**config.mk**
```make
export PLATFORM = sky130hd
export DESIGN_NAME = seq_mult_param
export DESIGN_NICKNAME = d
export VERILOG_FILES = /design/src/rtl/seq_mult_param.sv
export SDC_FILE = /design/constraint.sdc
export NUM_CORES = 1
export LEC_CHECK = 0
export ABC_CLOCK_PERIOD_IN_PS = 2650
export CAP_MARGIN = 10
export CORE_MARGIN = 2
export CORE_UTILIZATION = 55
export DETAILED_ROUTE_END_ITERATION = 8
export PLACE_DENSITY = 0.89
export SYNTH_ARGS = -nofsm -noshare
export SYNTH_HDL_FRONTEND = slang
export SYNTH_SLANG_ARGS = --single-unit
export TNS_END_PERCENT = 30
```
**constraint.sdc**
```tcl
create_clock -name clk -period 2.65 [get_ports clk]
set_clock_uncertainty 0.05 [all_clocks]
set_input_delay 0.3975 -clock clk [delete_from_list [all_inputs] [get_ports clk]]
set_output_delay 0.3975 -clock clk [all_outputs]
set_load 0.05 [all_outputs]
```
**src/rtl/seq_mult_param.sv**
```systemverilog
// -----------------------------------------------------------------------------
// seq_mult_param
//   Radix-2 shift-add sequential multiplier, WIDTH x WIDTH -> 2*WIDTH.
//   Operands are unsigned or two's complement (signed_mode). The magnitudes are
//   multiplied unsigned, and the sign is applied in the final FIX cycle.
//   The unit supports abort and reports completion with a one-cycle done pulse.
//
// Ports
//   clk          rising-edge clock
//   rst          asynchronous reset, active low
//   start        request a multiply (sampled only while idle)
//   signed_mode  1 = two's-complement operands, sampled with start
//   abort        synchronous cancel of an in-flight operation
//   a, b         multiplicand / multiplier, sampled with start
//   product      last completed result (registered, held between ops)
//   ready        high while idle
//   done         registered one-cycle pulse when product has just updated
// -----------------------------------------------------------------------------
module seq_mult_param #(
   parameter int unsigned WIDTH = 8
) (
   input  logic                 clk,
   input  logic                 rst,
   input  logic                 start,
   input  logic                 signed_mode,
   input  logic                 abort,
   input  logic [WIDTH-1:0]     a,
   input  logic [WIDTH-1:0]     b,
   output logic [2*WIDTH-1:0]   product,
   output logic                 ready,
   output logic                 done
);

   localparam int unsigned     CW   = $clog2(WIDTH);
   localparam logic [CW-1:0]   LAST = CW'(WIDTH - 1);

   typedef enum logic [1:0] {IDLE, CALC, FIX} state_t;

   state_t               state;
   logic [WIDTH-1:0]     mcand;
   logic [WIDTH-1:0]     mplier;
   logic [2*WIDTH-1:0]   acc;
   logic [CW-1:0]        count;
   logic                 neg;

   logic [WIDTH-1:0]     a_mag;
   logic [WIDTH-1:0]     b_mag;
   logic [WIDTH:0]       upper_sum;

   // The magnitude of the most negative value is 2^(WIDTH-1), and that value
   // still fits in WIDTH unsigned bits.
   always_comb begin
      a_mag = (signed_mode && a[WIDTH-1]) ? (~a + WIDTH'(1)) : a;
      b_mag = (signed_mode && b[WIDTH-1]) ? (~b + WIDTH'(1)) : b;
      upper_sum = {1'b0, acc[2*WIDTH-1:WIDTH]}
                + (mplier[0] ? {1'b0, mcand} : '0);
   end

   assign ready = (state == IDLE);

   always_ff @(posedge clk or negedge rst) begin
      if (!rst) begin
         state   <= IDLE;
         mcand   <= '0;
         mplier  <= '0;
         acc     <= '0;
         count   <= '0;
         neg     <= 1'b0;
         product <= '0;
         done    <= 1'b0;
      end else begin
         done <= 1'b0;
         unique case (state)
            IDLE: begin
               if (start) begin
                  mcand  <= a_mag;
                  mplier <= b_mag;
                  neg    <= signed_mode & (a[WIDTH-1] ^ b[WIDTH-1]);
                  acc    <= '0;
                  count  <= '0;
                  state  <= CALC;
               end
            end
            CALC: begin
               if (abort) begin
                  state <= IDLE;
               end else begin
                  // The carry out of the upper-half add becomes the new MSB
                  // after the right shift.
                  acc    <= {upper_sum, acc[WIDTH-1:1]};
                  mplier <= mplier >> 1;
                  count  <= count + CW'(1);
                  if (count == LAST)
                     state <= FIX;
               end
            end
            FIX: begin
               state <= IDLE;
               if (!abort) begin
                  product <= neg ? (~acc + (2*WIDTH)'(1)) : acc;
                  done    <= 1'b1;
               end
            end
            default: state <= IDLE;
         endcase
      end
   end

endmodule

```
==> results of run 1 <==
[cell usage after synthesis (4+ instances only)]
library cell,instances,area share [%]
a21oi_1,26,4.3
a22o_1,8,2.3
and2_1,8,1.7
buf_2,4,0.66
clkbuf_1,10,1.2
dfrtp_1,55,45
ha_1,13,5.4
inv_1,8,0.99
nand2_1,41,5.1
nand2b_1,6,1.2
nand3_1,7,1.2
nor2_1,34,4.2
o21ai_0,28,4.6
o31ai_1,8,2.0
xnor2_1,8,2.3
xor2_1,20,5.8
[final cells by class]
type	count	area share, %
clock buffers	5	1.916
clock inverters	3	0.6969
inverters	8	0.8362
multi-input cells	247	43.66
flip-flops and latches	55	38.33
well taps	72	2.509
repair buffers	44	12.06
[worst min path at each step]
stage | end | slack [ns] | start
2_1_floorplan | acc[0] | 0.05 | rst
3_3_place_gp | product[4] | 0.36 | rst
3_5_place_dp | product[1] | 0.37 | rst
4_1_cts | product[1] | 0.03 | rst
5_1_grt | product[1] | 0.03 | rst
6_report | product[4] | 0.02 | rst
[metal layers]
layer  vias up  global-route usage, %  wire, um
met2        58                  37.41      2917
met1      1124                  23.65      2477
li1       1209                      -         -
met4         0                  5.614        92
met3        12                  4.253       269
met5         -                      0         0
[state kept, by name, summed over array words and instances (netlist names)]
register  flops
state         2
product      16
mcand         8
mplier        8
acc          16
done          1
neg           1
count         3
[power by group]
group,internal (uW),switching [uW]
clock network,189,276
registers,972,149
logic,325,414
total,1490,839
[metrics by stage]
stage / hold WS, ns / worst slack (ns) / util, % / instances / total power [uW]
2_1_floorplan: 0.05191 / 0.6257 / - / 325 / 1643
3_3_place_gp: 0.3622 / 0.5171 / 64.70 / 426 / 1834
3_5_place_dp: 0.3711 / 0.4149 / 64.70 / 426 / 1877
4_1_cts: 0.03394 / 0.3935 / 66.44 / 434 / 2339
5_1_grt: 0.03017 / 0.2296 / 66.44 / 434 / 2501
6_report: 0.01933 / 0.4030 / 66.44 / 434 / 2326
[critical path, delay by kind of cell, from the launching register on]
family | cells | cell delay (ns)
buf+inv | 1 | 0.85
flops | 1 | 0.44
simple gates | 1 | 0.20
[cell families (layout without fill, tap and decap cells)]
| kind of cell | after synthesis | in the layout |
|---|---|---|
| and+or+nand+nor | 113 | 113 |
| AOI/OAI and AO/OA | 89 | 89 |
| DFF | 55 | 55 |
| xor gates and xnor gates | 28 | 28 |
| buffers and inverters | 23 | 60 |
| adders and majority gates | 14 | 14 |
| muxes | 3 | 3 |
==> results.py, run 1 <==
metrics = {
    "worst_setup_path": {
        "crit_arrival_ns": 1.80,
        "worstPathMaxFanout": 6,
        "worst_path_largest_cell_delay_ns": 0.85,
        "path_class": "reg2out",
        "r2r_end": "acc[13]",
        "cp-startpoint": "state[0]",
        "r2r_start": "mplier[0]",
        "crit_end": "ready",
        "startpoint_type": "register",
        "r2r_slack_ns": 0.42,
        "required_ns": 2.20,
        "cp_slowest_cell": "clkdlybuf4s50_1",
        "critical_path.cell_chain": "nor2_1 > clkdlybuf4s50_1",
        "reg2regPathDepth": 8,
        "end_kind": "output pin",
    },
    "finish": {
        "most-common-layout-cells": "dfrtp_1 (55), nand2_1 (41), clkdlybuf4s50_1 (37)",
        "fin_nets": 396,
        "final_layout_size_suffix_gt1_share_pct": 6.630,
        "nFillCells": 443,
        "area_delta_synth_final_pct": 18.50,
        "multiInputGateArea_um2": 1568,
        "regArea_um2": 1376,
        "final_common_cell": "dfrtp_1",
        "num_antenna_cells": 0,
        "design_area_um2": 3591,
    },
    "job": {
        "drv_cap": 0,
    },
    "timing": {
        "worst_pin_slew_ns": 0.5673,
        "finalHoldViolations": 0,
        "drv_slew": 0,
        "setup_viol": 0,
        "min_period_over_period_pct": 84.79,
        "fin_crit_ns": 2.247,
        "rsz0062_at_grt": "no",
        "fin_setup_tns_ns": 0,
        "clock.fmax_mhz": 445.0,
        "relSlewSlack_pct": 62.18,
    },
    "cts": {
        "clockBufferDepth": 2,
        "h-tree-depth": 2,
        "cts_made_buffers": 5,
        "cts_setup_buffers": 0,
        "cts_sinks": 55,
        "cts_tree": "built",
        "clockRootBuffer": "clkbuf_8",
        "postCtsHoldBufs": 0,
        "cts_resized": 0,
        "clk_pin_slew_ns": 0.10,
        "clock_latency_ns": 0.31,
    },
    "drt": {
        "routed_wl_mm": 5.756,
        "drtPass1Iterations": 4,
        "avgViaCountPerCell": 5.537,
        "drcViolationCount": 0,
        "wire_per_inst_um": 13.26,
        "num_vias": 2403,
        "postRouteAntennaNets": 0,
        "drt-initial-drc-count": 81,
    },
    "synth": {
        "synthArstFlopShare_pct": 100.0,
        "synth.ff_latch_count": 55,
        "synth.distinct_cells": 42,
        "synth_xor_area_share_pct": 8.092,
        "yosysWarningCount": 0,
        "synth_top_family_by_area": "compound AO/OA/AOI/OAI gates",
        "syn_area_um2": 3030,
        "synth_seq_area_share_pct": 45.42,
        "synth.area.mux_share_pct": 1.032,
        "yosys.area_share.adder_pct": 6.028,
        "synthCells": 325,
        "syn-num-nets": 360,
        "yosys.area_share.simple_pct": 17.59,
        "avgSynthCellArea_um2": 9.324,
        "synth_ff_type": "dfrtp_1",
        "synth_edf_count": 0,
        "synth-compound-area-share_pct": 18.83,
    },
    "power": {
        "powerDensity_nw_per_um2": 647.8,
        "p_leak_uw": 0.001639,
        "worst_ir_drop_vdd_v": 0.0004042,
    },
    "place": {
        "port_buffers": 38,
        "dpl_cell_area_um2": 3497,
        "dpl.hpwl_mm": 4.386,
        "gp_congestion": 0.8091,
    },
    "global_route": {
        "track_usage_pct": 20.23,
        "grt_pass1_wl_mm": 9.991,
        "grt_max_degree": 56,
        "antenna_found_initial": 0,
        "overflow": 0,
        "first_global_vias": 2351,
    },
    "floorplanning": {
        "io_pins": 39,
        "initial_core_util_pct": 56.06,
        "core_um2": 5405,
        "die_x_um": 78.23,
        "die_h_um": 78.23,
        "rows": 27,
        "die-area_um2": 6120,
    },
    "status": {
        "outcome": "complete, no violations",
    },
    "worst_hold_path": {
        "hold_path.class": "in2async",
    },
}
Power figures use the tool's default switching activity.
==> run 2: changes to the inputs <==
- ABC_CLOCK_PERIOD_IN_PS: 2650 -> 2070
- clock period: 2.65 -> 2.07 ns (I/O delays scaled with it)
==> run 2 against run 1 <==
The flow now finishes with violations (setup timing). Worst hold slack better by 0.41 ns. Sequential share of layout area is 2.0 points lower. Wire length increased by 13%. Via count up 5.2%. Sequential power increased by 27%. Utilization up 3.6 points. Flip-flop and latch count unchanged. Final cell count increased by 3.0%. Combinational power rose by 55%. Critical path type is now reg2reg. Critical endpoint is now acc[14]. Largest power group unchanged. Highest routed layer unchanged.
==> results.py, run 2 (synthesis results as in run 1) <==
metrics = {
    "finish": {
        "final_layout_size_suffix_gt1_share_pct": 12.53,
        "design_area_um2": 3784,
        "final_common_cell": "dfrtp_1",
        "num_antenna_cells": 0,
        "most-common-layout-cells": "dfrtp_1 (55), nand2_1 (41), clkdlybuf4s50_1 (36)",
        "final_core_util_pct": 70.00,
        "largest_registers": "acc x16, product x16",
        "fin_nets": 409,
        "finalNonFillerCells": 447,
        "area_delta_synth_final_pct": 24.86,
    },
    "floorplanning": {
        "core_um2": 5405,
        "initial_core_util_pct": 56.06,
        "rows": 27,
        "io_pins": 39,
        "die-area_um2": 6120,
        "die_h_um": 78.23,
        "die_x_um": 78.23,
    },
    "worst_setup_path": {
        "crit_end": "acc[14]",
        "r2r_end": "acc[14]",
        "startpoint_type": "register",
        "required_ns": 2.22,
        "worstPathMaxFanout": 6,
        "end_kind": "register",
        "r2r_start": "mplier[0]",
        "crit_arrival_ns": 2.22,
        "reg2regPathDepth": 8,
        "r2r_slack_ns": -0.002,
        "cp-startpoint": "mplier[0]",
        "path_class": "reg2reg",
    },
    "power": {
        "worst_ir_drop_vdd_v": 0.0004135,
        "p_leak_uw": 0.001712,
        "powerDensity_nw_per_um2": 871.2,
    },
    "place": {
        "place_inst": 434,
        "dpl.hpwl_mm": 4.623,
        "dpl_cell_area_um2": 3555,
        "gp_congestion": 0.8210,
        "port_buffers": 38,
    },
    "status": {
        "outcome": "finished, violations left",
        "violations": "setup timing",
    },
    "drt": {
        "drt-initial-drc-count": 132,
        "wire_per_inst_um": 14.61,
        "postRouteAntennaNets": 0,
        "num_vias": 2528,
        "drtPass1Iterations": 5,
        "routed_wl_mm": 6.530,
        "avgViaCountPerCell": 5.655,
        "drcViolationCount": 0,
    },
    "global_route": {
        "antenna_found_initial": 0,
        "grt_pass1_wl_mm": 10.85,
        "track_usage_pct": 22.04,
        "overflow": 0,
        "grt_max_degree": 56,
        "first_global_vias": 2476,
    },
    "cts": {
        "cts_made_buffers": 5,
        "clk_pin_slew_ns": 0.09,
        "h-tree-depth": 2,
        "clockBufferDepth": 2,
        "cts_sinks": 55,
        "clockRootBuffer": "clkbuf_8",
        "cts_tree": "built",
        "clock_latency_ns": 0.32,
    },
    "timing": {
        "setup_slack_ns": -0.001866,
        "rsz0062_at_grt": "yes",
        "min_period_over_period_pct": 100.1,
        "clock.fmax_mhz": 482.7,
        "finalHoldViolations": 0,
        "fin_crit_ns": 2.072,
        "worst_pin_slew_ns": 0.5634,
        "drv_slew": 0,
        "relSlewSlack_pct": 62.44,
        "setup_viol": 1,
    },
    "job": {
        "drv_cap": 0,
    },
    "worst_hold_path": {
        "hold_path.class": "reg2reg",
    },
}
## run 2: report_power, final
group / internal, uW / switching [uW] / leakage, uW
Combinational: 513 / 635 / 0.000921
Clock: 365 / 367 / 0.0000548
Sequential: 1240 / 172 / 0.000737
Total: 2120 / 1170 / 0.00171
## run 2: layout make-up
type	instances	area, um^2
fillers	413	1622
clock buffers	5	68.82
well taps	72	90.09
inverters	8	30.03
repair buffers	57	530.5
multi-input cells	247	1642
clock inverters	3	46.29
flip-flops and latches	55	1376
## run 2: timing repair
action / CTS / global route
pin swaps: 2 / 7
cloned: 0 / 0
hold buffers: 1 / 0
resized for setup: 4 / 11
endpoints found under the hold margin: 55 / 0
endpoints found under the setup margin: 2 / 6
setup buffers: 0 / 4
## run 2: worst min-delay path by stage
| stage | from | endpoint | cells after the start |
|---|---|---|---|
| floorplan | rst | acc[0] | 0 |
| global placement | rst | product[4] | 2 |
| detailed placement | rst | product[3] | 2 |
| CTS | mcand[7] | mcand[7] | 2 |
| global route | mcand[1] | mcand[1] | 2 |
| finish | mcand[7] | mcand[7] | 2 |
## run 2: per-layer routing
| metal | GRT usage (%) | vias up | share of wire, % |
|---|---|---|---|
| met5 | 0 | - | 0 |
| met4 | 7.544 | 0 | 2.0 |
| met3 | 4.368 | 16 | 4.4 |
| met2 | 39.83 | 81 | 51 |
| met1 | 26.13 | 1200 | 43 |
| li1 | - | 1231 | - |
## run 2: per-stage QoR
stage / power [uW] / setup TNS [ns] / setup slack [ns] / hold slack [ns]
after detailed placement: 2454 / -0.09233 / -0.09233 / 0.2831
final: 3296 / -0.001866 / -0.001866 / 0.4277
after global placement: 2393 / 0 / 0.02125 / 0.2735
after CTS: 3194 / 0 / 0.02261 / 0.4311
after floorplan: 2103 / 0 / 0.04572 / -0.03509
after global routing: 3518 / -0.3623 / -0.1777 / 0.4676
## run 2: worst max-delay path, stage by stage (launching register included)
cell and delay [ns]:
dfrtp_1 0.41, buf_4 0.15, and2_1 0.16, ha_4 0.32
o21ai_1 0.10, o21bai_1 0.22, a21bo_2 0.18, a21oi_1 0.06
a311o_1 0.32
==> run 3: changes to the inputs <==
- ABC_CLOCK_PERIOD_IN_PS: 2070 -> 2600
- CORE_UTILIZATION: 55 -> 58
- PLACE_DENSITY: 0.89 -> 0.93
- TNS_END_PERCENT: 30 -> 10
- clock period: 2.07 -> 2.6 ns (I/O delays scaled with it)
==> run 3 against run 2 <==
The run ends with hold timing left. Worst hold slack worse by 0.43 ns. Via count is 2.6% lower. Power fell by 24%. Cell area is 4.5% lower. Non-clock buffer count is 13 lower. Worst setup slack improved by 0.30 ns. Global-route usage up 0.65 points. First-iteration DRC count fell by 35%. Critical path type unchanged. Largest cell class unchanged. Largest power group unchanged. Highest routed layer unchanged.
==> results.py, run 3 (synthesis results as in run 1) <==
metrics = {
    "floorplanning": {
        "die_h_um": 76.29,
        "die-area_um2": 5819,
        "die_x_um": 76.29,
        "io_pins": 39,
        "initial_core_util_pct": 59.71,
        "core_um2": 5075,
        "rows": 26,
    },
    "drt": {
        "num_vias": 2462,
        "avgViaCountPerCell": 5.699,
        "drtPass1Iterations": 4,
        "drt-initial-drc-count": 86,
        "wire_per_inst_um": 14.53,
        "postRouteAntennaNets": 0,
        "drcViolationCount": 0,
        "routed_wl_mm": 6.279,
    },
    "cts": {
        "postCtsHoldBufs": 0,
        "clk_pin_slew_ns": 0.10,
        "cts_tree": "built",
        "cts_resized": 0,
        "clock_latency_ns": 0.32,
        "clockRootBuffer": "clkbuf_8",
        "clockBufferDepth": 2,
        "h-tree-depth": 2,
        "cts_sinks": 55,
        "cts_setup_buffers": 0,
        "cts_made_buffers": 5,
    },
    "finish": {
        "nFillCells": 397,
        "final_common_cell": "dfrtp_1",
        "multiInputGateArea_um2": 1568,
        "most-common-layout-cells": "dfrtp_1 (55), nand2_1 (41), clkdlybuf4s50_1 (37)",
        "largest_registers": "acc x16, product x16",
        "regArea_um2": 1376,
        "area_delta_synth_final_pct": 19.24,
        "final_core_util_pct": 71.20,
        "final_layout_size_suffix_gt1_share_pct": 6.630,
        "fin_nets": 396,
        "num_antenna_cells": 0,
    },
    "worst_setup_path": {
        "crit_arrival_ns": 2.44,
        "startpoint_type": "register",
        "end_kind": "register",
        "cp_slowest_cell": "dfrtp_1",
        "critical_path.cell_chain": "and2_1 > ha_1 > fa_1 > a21oi_1 > o211ai_1 > a21oi_1 > xor2_1 > o21ai_0",
        "cp_common_cell": "a21oi_1",
        "path_class": "reg2reg",
        "worst_path_largest_cell_delay_ns": 0.44,
        "required_ns": 2.74,
        "worstPathMaxFanout": 9,
    },
    "global_route": {
        "antenna_found_initial": 0,
        "first_global_vias": 2448,
        "grt_pass1_wl_mm": 10.75,
        "track_usage_pct": 22.69,
        "overflow": 0,
        "grt_max_degree": 33,
    },
    "power": {
        "p_leak_uw": 0.001656,
        "worst_ir_drop_vdd_v": 0.0003405,
        "powerDensity_nw_per_um2": 695.2,
        "p_total_uw": 2512,
    },
    "worst_hold_path": {
        "hold_path.class": "in2async",
    },
    "place": {
        "dpl.hpwl_mm": 4.781,
        "gp_congestion": 0.8053,
        "port_buffers": 38,
    },
    "status": {
        "outcome": "finished, violations left",
        "violations": "hold timing",
    },
    "timing": {
        "worst_pin_slew_ns": 0.6229,
        "fin_crit_ns": 2.299,
        "relSlewSlack_pct": 58.47,
        "clock.fmax_mhz": 434.9,
        "min_period_over_period_pct": 88.43,
        "setup_viol": 0,
        "fin_setup_tns_ns": 0,
        "finalHoldViolations": 16,
        "holdWs_ns": -0.006867,
        "drv_slew": 0,
        "rsz0062_at_grt": "no",
    },
    "job": {
        "drv_cap": 0,
    },
}
run 3: worst max-delay path: cells and delay by family (launching register included):
family	cells	cell delay, ns
flops	1	0.44
compound gates	4	0.72
fa+ha+maj	2	0.64
xor+xnor	1	0.16
simple gates	1	0.17
run 3: report_power, final:
group	switching (uW)	internal [uW]
clock network	295	297
logic	437	333
registers	159	990
run 3: final cells by class:
type | instances | share of cell area, %
well taps | 70 | 2.424
clock buffers | 5 | 1.904
clock inverters | 3 | 1.385
inverters | 8 | 0.8310
repair buffers | 44 | 11.98
flip-flops and latches | 55 | 38.09
multi-input cells | 247 | 43.39
run 3: final timing paths:
path / end / startpoint / slack [ns] / depth (start not counted)
max in group asynchronous: mcand[6] / rst / 1.96 / 2
max reg2reg: acc[13] / mplier[0] / 0.30 / 8
min in group clk: mcand[4] / mcand[4] / 0.43 / 2
min reg2reg: mcand[4] / mcand[4] / 0.43 / 2
min: product[2] / rst / -0.007 / 1
max: acc[13] / mplier[0] / 0.30 / 8
run 3: stage by stage:
| step | area [um^2] | setup WS, ns | cells |
|---|---|---|---|
| 2_1_floorplan | 3030 | 0.5757 | 325 |
| 3_3_place_gp | 3495 | 0.4756 | 424 |
| 3_5_place_dp | 3495 | 0.3617 | 424 |
| 4_1_cts | 3613 | 0.3420 | 432 |
| 5_1_grt | 3613 | 0.1597 | 432 |
| 6_report | 3613 | 0.3007 | 432 |
run 3: per-layer routing:
metal  vias to the layer above  share of wire, %  GRT usage (%)
met4                         0               1.9          8.545
li1                       1203                 -              -
met3                        13               4.3          3.673
met1                      1177                42          26.30
met2                        69                52          41.95
met5                         -                 0              0
